File: src/rtl/rom_bus_pkg.sv
// Shared constants and state encoding for the ROM-to-RAM block copier.
package rom_bus_pkg;

  localparam int ROM_AW = 13;
  localparam int RAM_AW = 16;
  localparam int LEN_W  = 14;
  localparam int DATA_W = 8;

  typedef enum logic [1:0] {
    IDLE,
    FETCH,
    DRAIN,
    DONE
  } copier_state_e;

endpackage

File: src/rtl/rd_valid_pipe.sv
// Shift register of ROM issue-valid bits; the tail marks the cycle whose data_bus byte is captured.
module rd_valid_pipe #(
  parameter int READ_LAT = 2
) (
  input  logic clk,
  input  logic reset,
  input  logic flush,
  input  logic issue,
  output logic vld_out,
  output logic any
);

  logic [READ_LAT-1:0] vld_p;

  // stage boundary: one bit per cycle of ROM read latency
  always_ff @(posedge clk) begin
    if (reset || flush) begin
      vld_p <= '0;
    end else begin
      vld_p[0] <= issue;
      for (int i = 1; i < READ_LAT; i++) begin
        vld_p[i] <= vld_p[i-1];
      end
    end
  end

  assign vld_out = vld_p[READ_LAT-1];
  assign any     = |vld_p;

endmodule

File: src/rtl/rom_block_copier.sv
// Streams len bytes from the pROM read port into a RAM write port, one read per cycle.
module rom_block_copier
  import rom_bus_pkg::*;
#(
  parameter int READ_LAT = 2
) (
  input  logic              clk,
  input  logic              reset,
  input  logic              start,
  input  logic              abort,
  input  logic [ROM_AW-1:0] src_addr,
  input  logic [RAM_AW-1:0] dst_addr,
  input  logic [LEN_W-1:0]  len,
  output logic              rom_ce,
  output logic              rom_oce,
  output logic [ROM_AW-1:0] rom_ad,
  input  logic [DATA_W-1:0] data_bus,
  output logic              ram_we,
  output logic [RAM_AW-1:0] ram_addr,
  output logic [DATA_W-1:0] ram_wdata,
  output logic              busy,
  output logic              done
);

  copier_state_e     state, state_nxt;
  logic [LEN_W-1:0]  remain;
  logic [RAM_AW-1:0] wr_ptr;
  logic              active, flush, issue, last_issue;
  logic              cap_vld, pipe_any, cap_en;

  assign active     = (state == FETCH) || (state == DRAIN);
  assign flush      = active && abort;
  assign issue      = (state == FETCH) && !abort;
  assign last_issue = (remain == LEN_W'(1));
  assign cap_en     = cap_vld && !flush;

  rd_valid_pipe #(
    .READ_LAT(READ_LAT)
  ) u_rd_valid_pipe (
    .clk    (clk),
    .reset  (reset),
    .flush  (flush),
    .issue  (issue),
    .vld_out(cap_vld),
    .any    (pipe_any)
  );

  always_ff @(posedge clk) begin
    if (reset) state <= IDLE;
    else       state <= state_nxt;
  end

  always_comb begin
    state_nxt = state;
    rom_ce    = 1'b0;
    busy      = active;
    done      = 1'b0;
    unique case (state)
      IDLE: begin
        if (start) state_nxt = (len == '0) ? DONE : FETCH;
      end
      FETCH: begin
        rom_ce = 1'b1;
        if (abort)           state_nxt = IDLE;
        else if (last_issue) state_nxt = DRAIN;
      end
      DRAIN: begin
        // Enable stays up only while a byte is still on its way to capture.
        rom_ce = pipe_any;
        if (abort)          state_nxt = IDLE;
        else if (!pipe_any) state_nxt = DONE;
      end
      DONE: begin
        done      = 1'b1;
        state_nxt = IDLE;
      end
      default: state_nxt = IDLE;
    endcase
  end

  assign rom_oce = rom_ce;

  // stage boundary: ROM address issue
  always_ff @(posedge clk) begin
    if (reset) begin
      rom_ad <= '0;
      remain <= '0;
    end else begin
      if (state == IDLE) begin
        if (start && (len != '0)) begin
          rom_ad <= src_addr;
          remain <= len;
        end
      end else if (state == FETCH && !last_issue) begin
        rom_ad <= rom_ad + ROM_AW'(1);
        remain <= remain - LEN_W'(1);
      end
    end
  end

  // stage boundary: data_bus capture into the RAM write port
  always_ff @(posedge clk) begin
    if (reset) begin
      ram_we    <= 1'b0;
      ram_addr  <= '0;
      ram_wdata <= '0;
      wr_ptr    <= '0;
    end else begin
      ram_we <= cap_en;
      if (state == IDLE && start) wr_ptr <= dst_addr;
      if (cap_en) begin
        ram_addr  <= wr_ptr;
        ram_wdata <= data_bus;
        wr_ptr    <= wr_ptr + RAM_AW'(1);
      end
    end
  end

endmodule

File: config.mk
export PLATFORM = sky130hd
export DESIGN_NAME = rom_block_copier
export DESIGN_NICKNAME = d
export VERILOG_FILES = /design/src/rtl/rom_bus_pkg.sv /design/src/rtl/rd_valid_pipe.sv /design/src/rtl/rom_block_copier.sv
export SDC_FILE = /design/constraint.sdc
export NUM_CORES = 1
export LEC_CHECK = 0
export ABC_CLOCK_PERIOD_IN_PS = 3400
export CORE_ASPECT_RATIO = 1.2
export CORE_MARGIN = 4
export CORE_UTILIZATION = 35
export CTS_CLUSTER_SIZE = 12
export DETAILED_ROUTE_END_ITERATION = 8
export PLACE_DENSITY = 0.61
export SYNTH_ARGS = -nofsm -noshare
export SYNTH_HDL_FRONTEND = slang
export SYNTH_SLANG_ARGS = --single-unit
export TNS_END_PERCENT = 100
File: constraint.sdc
create_clock -name clk -period 3.4 [get_ports clk]
set_input_delay 0.34 -clock clk [delete_from_list [all_inputs] [get_ports clk]]
set_output_delay 0.34 -clock clk [all_outputs]
set_load 0.02 [all_outputs]
==> metrics, run 1 <==
CP Max Fanout 26; Core Region 10600 um2; Root Buffer clkbuf_16; largest net degree at the start of global routing 58; GR Overflow Total 0; synthesized flop and latch total 72; clock buffer count from CTS 9; initial antenna violation count 0; cell row count 41; Starting Density a little over a third; final setup fails 0; total number of yosys warnings 0; post_cts resized 0; Ports slightly below 100; Mean Syn Cell Area about 7.7 um2; syn_nets approximately 560; clock sinks 72; share of post-route cells with drive strength above 1 around 6.3%; Slew headroom between 30% and 40%; Seq/Total Area, Yosys around two fifths; r2r startpoint state[0]; worst r2r dst remain[0]; RSZ-0062 raised after global routing no; most common cell after layout, fill and taps aside nand2_1; Slew @ Worst Pin 947 ps; leading post-synthesis cells by cell area dfxtp_1 (38%), nand2_1 (9.9%), a21oi_1 (7.4%), nor2_1 (4.0%), o21ai_0 (3.0%); worst vdd ir approximately 0.29 mV; global placement routability congestion 0.816; DRC 0; Ant. Diodes 0; Critical Path Source Type flop; leakage between 1.5 and 2 nW; final hold violations 0; vias in the first global route roughly 3600; synth unique cells 59; via count between 3000 and 4000; EDFF count, synth 0; GRT Util Overall 17.3%; Worst Setup EP remain[0]; Placement Cell Area ~4800 um2; status complete, no violations; Post-synth top flop dfxtp_1; slowest library cell on the worst path a22o_1; Die Y ~120 um; Post-synth ARST share 0%; detailed-route vias per instance around 5.4; die width around 100 um; Final ANT Viol Nets 0; delay-heaviest family, CP compound AO/OA/AOI/OAI gates; Hold Path Class input port to flop; Final Cycle Share 78.5%; maximum clock frequency roughly 370 MHz; Pwr per Cell Area ~770 nW/um2; min cycle time layout about 2700 ps; DR WL/cell about 15 um; Cell Area, Synth 3780 um2; # H-tree levels 3; Crit path arrival time 2910 ps; R2R setup slack approximately 730 ps; design area between 5000 and 6000 um2; clk buf depth 2; TNS Setup 0 ps; WP data required 3640 ps; Starting DRT DRC Count 91; Final #Nets ~630; Critical Path Stages 7; first-pass GRT wire length about 18000 um; Final HPWL DP approximately 7500 um; endpoint class of the critical path flop; hold path startpoint reset; worst setup path category flop to flop; area grow syn2layout 32.8%; final slew viol count 0; worst-skew pair later-pin latency 330 ps; Hold Buf Count CTS 0; commonest non-fill, non-tap cells in the layout nand2_1 (100), clkdlybuf4s50_1 (95), dfxtp_1 (72), a21oi_1 (56), nor2_1 (40); MaxCap Viol Count 0; cell taking the most area after synthesis dfxtp_1; Setup Fix Bufs, Post-CTS 0; DRT Pass-1 Iters 4; Setup crit start state[0]; clock-pin slew on the worst setup and hold paths 60 ps; post-synthesis cell count about 490; TritonCTS clock tree done; DRT Wirelength 10600 um; Synth top area share 38.1%; FF-to-FF path depth 7; Max stage delay on crit path 790 ps; critical path, cell by cell inv_1, ha_2, and2_1, buf_4, a22o_1, o21ai_0, a221oi_2; Clock Skew about 6.4 ps; CP bufs+invs 2; die area 12500 um2; IO Port Bufs 96
## routing by layer
layer	track usage, %	share of wire [%]
met2	28.5	50
met3	5.44	7.2
met5	0	0
met4	5.91	0.61
met1	21.3	42
## state kept, by name, indices dropped and copies added, names as in the netlist
name,flops
ram_wdata,8
wr_ptr,16
u_rd_valid_pipe.vld_p,2
ram_addr,16
remain,14
rom_ad,13
state,2
ram_we,1
## stage by stage
step | utilization (%) | setup slack (ps) | instances | power, mW | hold slack [ps]
6_report | 47.6 | 731 | 700 | 3.85 | 425
5_1_grt | 47.6 | 499 | 700 | 4.16 | 447
4_1_cts | 47.6 | 728 | 700 | 3.89 | 410
3_5_place_dp | 45.2 | 722 | 688 | 3.05 | 438
3_3_place_gp | 45.2 | 796 | 688 | 3.01 | 423
2_1_floorplan | - | 1360 | 494 | 2.59 | 410
## power breakdown
part           internal [mW]  switching (mW)
sequential              1.03           0.225
combinational          0.762            1.02
clock                  0.494           0.323
## cells in the mapped netlist (all sizes together) (5+ instances only)
library cell and instances:
nor2 40, nor3 12, nand2 100, dfxtp 72
nand3 10, a31oi 6, nor4 11, clkbuf 24
a21oi 58, o21ai 25, and2 5, inv 10
o41ai 6, a211oi 14, ha 8, nand4 8
buf 13, and3 7, o211ai 5
## kinds of logic (layout without fill, tap and decap cells)
| kind of cell | after synthesis | in the layout | synth area share (%) |
|---|---|---|---|
| and+or+nand+nor | 214 | 214 | 26.9 |
| AOI/OAI and AO/OA | 142 | 142 | 24.0 |
| DFF | 72 | 72 | 38.1 |
| buffers and inverters | 47 | 124 | 5.62 |
| adders and majority gates | 8 | 8 | 2.65 |
| xor gates and xnor gates | 6 | 6 | 1.39 |
| muxes | 5 | 5 | 1.36 |
## worst min-delay path by stage
| stage | end | slack, ps | cells past startpoint |
|---|---|---|---|
| global route | remain[13] | 450 | 2 |
| global placement | u_rd_valid_pipe.vld_p[1] | 420 | 2 |
| detailed placement | u_rd_valid_pipe.vld_p[1] | 440 | 2 |
| finish | remain[13] | 430 | 2 |
| floorplan | u_rd_valid_pipe.vld_p[1] | 410 | 2 |
| CTS | remain[13] | 410 | 2 |
## cell type report
cell class,instances,area (um2)
repair buffers,102,1000
multi-input cells,375,2140
clock buffers,10,239
fillers,1040,5540
well taps,129,161
inverters,10,37.5
clock inverters,2,10.0
flip-flops and latches,72,1440
(Power assumes the default switching activity.)
==> run 2: changes to the inputs <==
- ABC_CLOCK_PERIOD_IN_PS: 3400 -> 2600
- clock period: 3.4 -> 2.6 ns (I/O delays scaled with it)
==> run 2 against run 1 <==
Non-clock buffer count rose by 4. Utilization grew 0.47 points. Worst hold slack improved by 19 ps. Critical path depth down 3. Design area up 1.0%. Total power up 33%. Critical endpoint is now rom_ce.
==> metrics, run 2 (synthesized netlist as in run 1, its figures left out) <==
status complete, no violations; RSZ-0062 raised after global routing no; Final Total Pwr 5.11 mW (+33%); Final Cycle Share a little under nine tenths; TritonCTS clock tree done; Slew @ Worst Pin 718 ps (-229 ps); Max stage delay on crit path 610 ps (-180 ps); via count 3808 (+0.63%); Die Y 122 um (unchanged); Setup Fix Bufs, Post-CTS 0 (unchanged); Slew headroom 51.9% (+15 points); clock buffer count from CTS 9 (unchanged); Clock Skew 6.58 ps (+0.133 ps); area grow syn2layout 34.2%; worst r2r dst remain[10]; Crit path arrival time 1950 ps (-960 ps); TNS Setup 0 ps (unchanged); Largest regs ram_addr (16), wr_ptr (16), remain (14); Placement Cell Area 4830 um2 (+1.2%); Worst Setup EP rom_ce; GRT Util Overall 17.6% (+0.32 points); cell row count 41 (unchanged); Final ANT Viol Nets 0 (unchanged); first-pass GRT wire length 18000 um (+2.6%); # H-tree levels 3 (unchanged); maximum clock frequency about 450 MHz; DRT Pass-1 Iters 4 (unchanged); GR Overflow Total 0 (unchanged); most common cell after layout, fill and taps aside nand2_1; register area 1440 um2 (unchanged); final setup fails 0 (unchanged); area of the multi-input gates 2140 um2 (about the same); WP data required 2340 ps (-1300 ps); critical path, cell by cell inv_1, ha_2, o21a_1, clkdlybuf4s50_1; R2R setup slack 430 ps (-300 ps); DRT Wirelength 10800 um (+1.8%); Setup crit start state[1]; Ports 97 (unchanged); detailed-route vias per instance 5.40 (about the same); final core occ 48.0% (+0.47 points); Pwr per Cell Area 1010 nW/um2 (+31%); initial antenna violation count 0 (unchanged); clk buf depth 2 (unchanged); Final #Nets 637 (+0.63%); Core Region 10600 um2 (unchanged); Critical Path Source Type flop; Final WS setup 386 ps (-345 ps); worst vdd ir 0.412 mV (+40%); IO Port Bufs 96 (unchanged); largest net degree at the start of global routing 48 (-17%); clock-pin slew on the worst setup and hold paths 60 ps (about the same); min cycle time layout approximately 2200 ps; worst setup path category flop to primary output; endpoint class of the critical path primary output; die area 12500 um2 (unchanged); r2r startpoint remain[0]; DP Worst Slack -52.7 ps (-775 ps); DRC 0 (unchanged); Ant. Diodes 0 (unchanged); CP Max Fanout 5 (-81%); leakage 1.79 nW (+1.3%); share of post-route cells with drive strength above 1 6.94% (+0.64 points); filler cell count 1092 (+5.0%); final hold violations 0 (unchanged); final slew viol count 0 (unchanged); FF-to-FF path depth 6 (-1); clock sinks 72 (unchanged); vias in the first global route 3757 (+3.7%); Final HPWL DP 7700 um (+2.2%); global placement routability congestion 0.866 (+6.0%); Starting Density 35.8% (unchanged); Hold Path Class flop to flop; design area 5080 um2 (+1.0%); DR WL/cell 15.4 um (+1.1%); commonest non-fill, non-tap cells in the layout nand2_1 (100), clkdlybuf4s50_1 (95), dfxtp_1 (72), a21oi_1 (56), nor2_1 (40); slowest library cell on the worst path clkdlybuf4s50_1; Starting DRT DRC Count 116 (+27%); worst-skew pair later-pin latency 320 ps (about the same); die width 103 um (unchanged); Root Buffer clkbuf_16; MaxCap Viol Count 0 (unchanged)
run 2: area by class of cell:
| cell class | instances | share of cell area, % |
|---|---|---|
| tap | 129 | 3.18 |
| multi-input combinational | 375 | 42.1 |
| clock buffer | 11 | 4.58 |
| timing repair buffer | 106 | 20.8 |
| inverter | 10 | 0.739 |
| sequential | 72 | 28.4 |
| clock inverter | 2 | 0.197 |
run 2: power by group:
part / total, mW / switching (mW) / internal [mW]
registers: 1.63 / 0.281 / 1.34
logic: 2.43 / 1.36 / 1.06
clock network: 1.06 / 0.431 / 0.626
total: 5.11 / 2.08 / 3.03
run 2: worst min path at each step:
stage | end | depth (start not counted) | start
floorplan | u_rd_valid_pipe.vld_p[1] | 1 | abort
global placement | u_rd_valid_pipe.vld_p[1] | 2 | u_rd_valid_pipe.vld_p[0]
detailed placement | u_rd_valid_pipe.vld_p[1] | 2 | u_rd_valid_pipe.vld_p[0]
CTS | u_rd_valid_pipe.vld_p[1] | 2 | u_rd_valid_pipe.vld_p[0]
global route | u_rd_valid_pipe.vld_p[1] | 2 | u_rd_valid_pipe.vld_p[0]
finish | u_rd_valid_pipe.vld_p[1] | 2 | u_rd_valid_pipe.vld_p[0]
run 2: through the flow:
| step | cells | hold slack, ps |
|---|---|---|
| floorplan | 494 | 356 |
| global placement | 692 | 425 |
| detailed placement | 692 | 427 |
| CTS | 705 | 438 |
| global route | 705 | 462 |
| finish | 705 | 444 |
run 2: critical path: cells and delay by family (launching register included):
| family | cells | cell delay, ps |
|---|---|---|
| adders and majority gates | 1 | 390 |
| AOI/OAI and AO/OA | 1 | 170 |
| DFF | 1 | 380 |
| buffers and inverters | 2 | 690 |
run 2: what timing repair did:
action / 4_1_cts / 5_1_grt
setup endpoints to repair: 0 / 2
hold buffers: 0 / 0
gates resized for setup: 0 / 1
run 2: routing by layer:
layer	part of all wire [%]	GRT usage, %
met2	49	29.7
met5	0	0
met3	6.7	5.44
met4	1.4	5.67
met1	43	21.2
==> run 3: changes to the inputs <==
- ABC_CLOCK_PERIOD_IN_PS: 2600 -> 2880
- TNS_END_PERCENT: 100 -> not set
- clock period: 2.6 -> 2.88 ns (I/O delays scaled with it)
==> run 3 against run 2 <==
Worst hold slack worse by 100 ps. Critical endpoint is now remain[0]. Clock power down 6%. Largest power group unchanged. Cell count down 0.14%. Critical path type is now flop to flop. First-iteration DRC count up 31%.
==> metrics, run 3 (synthesized netlist as in run 1, its figures left out) <==
filler cell count 1066 (-2.4%); Final #Nets 636 (-0.16%); Clock Skew 5.53 ps (-1.05 ps); DRC 0 (unchanged); final slew viol count 0 (unchanged); commonest non-fill, non-tap cells in the layout nand2_1 (100), clkdlybuf4s50_1 (95), dfxtp_1 (72), a21oi_1 (56), nor2_1 (40); Slew @ Worst Pin 933 ps (+215 ps); post_cts resized 0 (unchanged); CP Max Fanout 26 (+21); Final HPWL DP 7510 um (-2.4%); area of the multi-input gates 2140 um2 (about the same); via count 3864 (+1.5%); Final ANT Viol Nets 0 (unchanged); # H-tree levels 3 (unchanged); DRT Pass-1 Iters 4 (unchanged); Starting Density 35.8% (unchanged); Pwr per Cell Area 913 nW/um2 (-9.3%); clock buffer count from CTS 9 (unchanged); Final Instance Count excl. Fillers 704 (-0.14%); GRT Util Overall 17.7% (+0.056 points); R2R setup slack 450 ps (+20 ps); DRT Wirelength 10700 um (-1.0%); DR WL/cell 15.2 um (-0.87%); TritonCTS clock tree done; register area 1440 um2 (unchanged); Ant. Diodes 0 (unchanged); Crit path arrival time 2670 ps (+720 ps); hold depth 2 (unchanged); IO Port Bufs 96 (unchanged); FF-to-FF path depth 7 (+1); final setup fails 0 (unchanged); die area 12500 um2 (unchanged); TNS Setup 0 ps (unchanged); Setup Fix Bufs, Post-CTS 0 (unchanged); final hold violations 0 (unchanged); grt met3 use 5.56% (+0.11 points); first-pass GRT wire length 18000 um (unchanged); GRT met1 Usage 22.1% (+0.89 points); worst r2r dst remain[0]; GR Overflow Total 0 (unchanged); largest net degree at the start of global routing 43 (-10%); Die Y 122 um (unchanged); initial antenna violation count 0 (unchanged); GRT busiest layer met2; min cycle time layout 2430 ps; leakage 1.79 nW (about the same); clock-pin slew on the worst setup and hold paths 60 ps (about the same); RSZ-0062 raised after global routing no; worst-skew pair later-pin latency 330 ps (about the same); Hold Buf Count CTS 0 (unchanged); global placement routability congestion 0.827 (-4.4%); detailed-route vias per instance 5.49 (+1.6%); MaxCap Viol Count 0 (unchanged); worst setup path category flop to flop; Starting DRT DRC Count 152 (+31%); Hold Path Class input port to flop; vias in the first global route 3742 (-0.40%); hold path startpoint reset; Slew headroom 37.8% (-14 points); maximum clock frequency roughly 410 MHz; status complete, no violations; Final Cycle Share between 80% and 90%; Critical Path Source Type flop; hold endpoint rom_ad[9]; WP data required 3120 ps (+780 ps); cell row count 41 (unchanged); Ports 97 (unchanged); Largest regs ram_addr (16), wr_ptr (16), remain (14); area grow syn2layout 34.1% (about the same); clk buf depth 2 (unchanged); most common cell after layout, fill and taps aside nand2_1; endpoint class of the critical path flop; r2r startpoint remain[1]; share of post-route cells with drive strength above 1 6.78% (-0.16 points); Core Region 10600 um2 (unchanged); clock sinks 72 (unchanged); Setup crit start remain[1]; met2 usage 29.1% (-0.56 points); die width 103 um (unchanged); Root Buffer clkbuf_16; Inst Count DP 691 (-0.14%); worst vdd ir 0.357 mV (-13%)
-- run 3: cell count changes in the layout (fill, tap and decap cells not counted) --
cell,delta
a22o_2,-1
clkinv_2,-1
a22o_1,+1
clkbuf_1,-1
buf_12,-1
clkbuf_8,+2
-- run 3: metrics by stage --
step	worst slack (ps)	utilization [%]	hold WS [ps]	instance area [um2]	power, mW
2_1_floorplan	845	-	384	3780	3.05
3_5_place_dp	231	45.5	430	4810	3.64
3_3_place_gp	275	45.5	425	4810	3.62
6_report	448	48.0	342	5070	4.63
5_1_grt	216	48.0	344	5070	5.01
4_1_cts	434	48.0	341	5070	4.66
-- run 3: layout make-up --
type / count / area share [%]
Inverter: 10 / 0.740
Clock buffer: 12 / 5.06
Multi-Input combinational cell: 375 / 42.1
Sequential cell: 72 / 28.4
Tap cell: 129 / 3.18
Timing Repair Buffer: 105 / 20.4
Clock inverter: 1 / 0.0986
-- run 3: worst max path at each step --
stage,to,slack (ps),cells after the start
after CTS,remain[0],430,7
after detailed placement,remain[0],230,6
final,remain[0],450,7
after global placement,remain[0],280,6
after floorplan,ram_addr[10],840,8
after global routing,remain[0],220,7
-- run 3: routing by layer --
layer | up-vias | wire, um
met1 | 1831 | 4540
met5 | - | 0
met2 | 111 | 5260
met3 | 8 | 811
li1 | 1914 | -
met4 | 0 | 99
-- run 3: worst max-delay path, stage by stage, from the launching register on --
cell	delay, ps
dfxtp_1	370
inv_1	80
ha_1	180
nor3b_1	130
nand4_1	220
a22o_1	790
o21ai_0	260
a221oi_2	310
-- run 3: power breakdown --
part	switching [mW]	leakage [nW]	total [mW]	internal (mW)
Combinational	1.20	1.08	2.14	0.935
Sequential	0.275	0.587	1.49	1.21
Clock	0.390	0.130	1.00	0.614
==> variant (settings of run 3) <==
Encoding of `copier_state_e`: now Gray code (2 bits for 4 states).
--- a/src/rtl/rom_bus_pkg.sv
+++ b/src/rtl/rom_bus_pkg.sv
@@ -7,10 +7,10 @@
   localparam int DATA_W = 8;
 
   typedef enum logic [1:0] {
-    IDLE,
-    FETCH,
-    DRAIN,
-    DONE
+    IDLE  = 2'b00,
+    FETCH = 2'b01,
+    DRAIN = 2'b11,
+    DONE  = 2'b10
   } copier_state_e;
 
 endpackage
Formal check against the unedited RTL: same outputs for any inputs over 10 cycles, from zero or initial values and one cycle with reset high; not proved beyond that.
==> variant against run 3 <==
- cell count fell by 1.1%
- synthesized area fell by 2.7%
- via count rose by 2.0%
- synthesized cell count fell by 2.2%
- die area fell by 2.6%
- setup slack improved by 0.29 ns
- count of clock-buffer cells in the layout rose by 3
- final area rose by 0.12%
- sequential cell count did not move
- wire length rose by 3.5%
- largest cell class unchanged
Power is not compared: it rests on default switching activity, and its combinational part moved more than twofold at a synthesized area within 25%.
==> variant: results (changes against run 3) <==
status=finished clean; worst endpoint data arrival time=2.36 ns (-0.31 ns); Worst Hold Class=reg -> reg; Hold Path Sink=u_rd_valid_pipe.vld_p[1]$_SDFF_PP0_; post-DP HPWL=7630 um (+1.5%); met2 Use GR=29.3% (+0.12 points); mux contribution to synthesized area=0% (-1.4 points); syn_area_per_cell=7.62 sq um (-0.53%); clk_skew=0.00520 ns (-0.000329 ns); DR WL/cell=15.9 um (+4.7%); number of global-route vias before repair=3727 (-0.40%); largest net degree at the start of global routing=45 (+4.7%); WHS=0.444 ns (+0.103 ns); comb_multi_in=370 (-1.3%); global-route wire length before repair=18400 um (+2.3%); complex-gate fraction of the synthesized area=25.9% (+1.8 points); total number of vias=3941 (+2.0%); WL met1=4850 um (+6.8%); crit-path max cell delay=0.46 ns (-0.33 ns); DRT iter0 DRCs=179 (+18%); sequential share of the synthesized area=39.2% (+1.1 points); via/cell ratio=5.66 (+3.2%); clock buffers=15 (+3); Seq area share=28.4% (-0.035 points); met3 Track Usage GR=5.02% (-0.54 points); router iterations before antenna repair=5 (+1); Synth Area in Adders=1.36% (-1.3 points); R2R depth=8 (+1); Layout clock area frac=6.65% (+1.5 points); fraction of area in multi-input gates=40.6% (-1.5 points); commonest cells in the netlist=nand2_1 (92), dfxtp_1 (72), a21oi_1 (66), nor2_1 (35), o21ai_0 (25)
-- variant: changes by cell type after synthesis, moves of 5 or more --
cell | run 3 | this run
inv_1 | 10 | 5
nor3_1 | 12 | 17
nand2_1 | 100 | 92
buf_2 | 5 | 14
a221oi_1 | 2 | 7
a211oi_1 | 14 | 4
a21oi_1 | 56 | 66
o32ai_1 | 0 | 9
nor2_1 | 40 | 35
clkbuf_1 | 22 | 14
nand2b_1 | 3 | 10
-- variant: worst max-delay path by stage --
stage,from,end,slack [ns],cells past startpoint
after floorplan,state[0]$_SDFFE_PP0P_,rom_oce,0.92,6
final,len[9],rom_ad[6]$_SDFFE_PP0P_,0.74,7
after detailed placement,len[3],rom_ad[6]$_SDFFE_PP0P_,0.43,7
after CTS,len[3],rom_ad[6]$_SDFFE_PP0P_,0.76,7
after global placement,len[3],rom_ad[6]$_SDFFE_PP0P_,0.46,7
after global routing,len[9],rom_ad[6]$_SDFFE_PP0P_,0.60,7
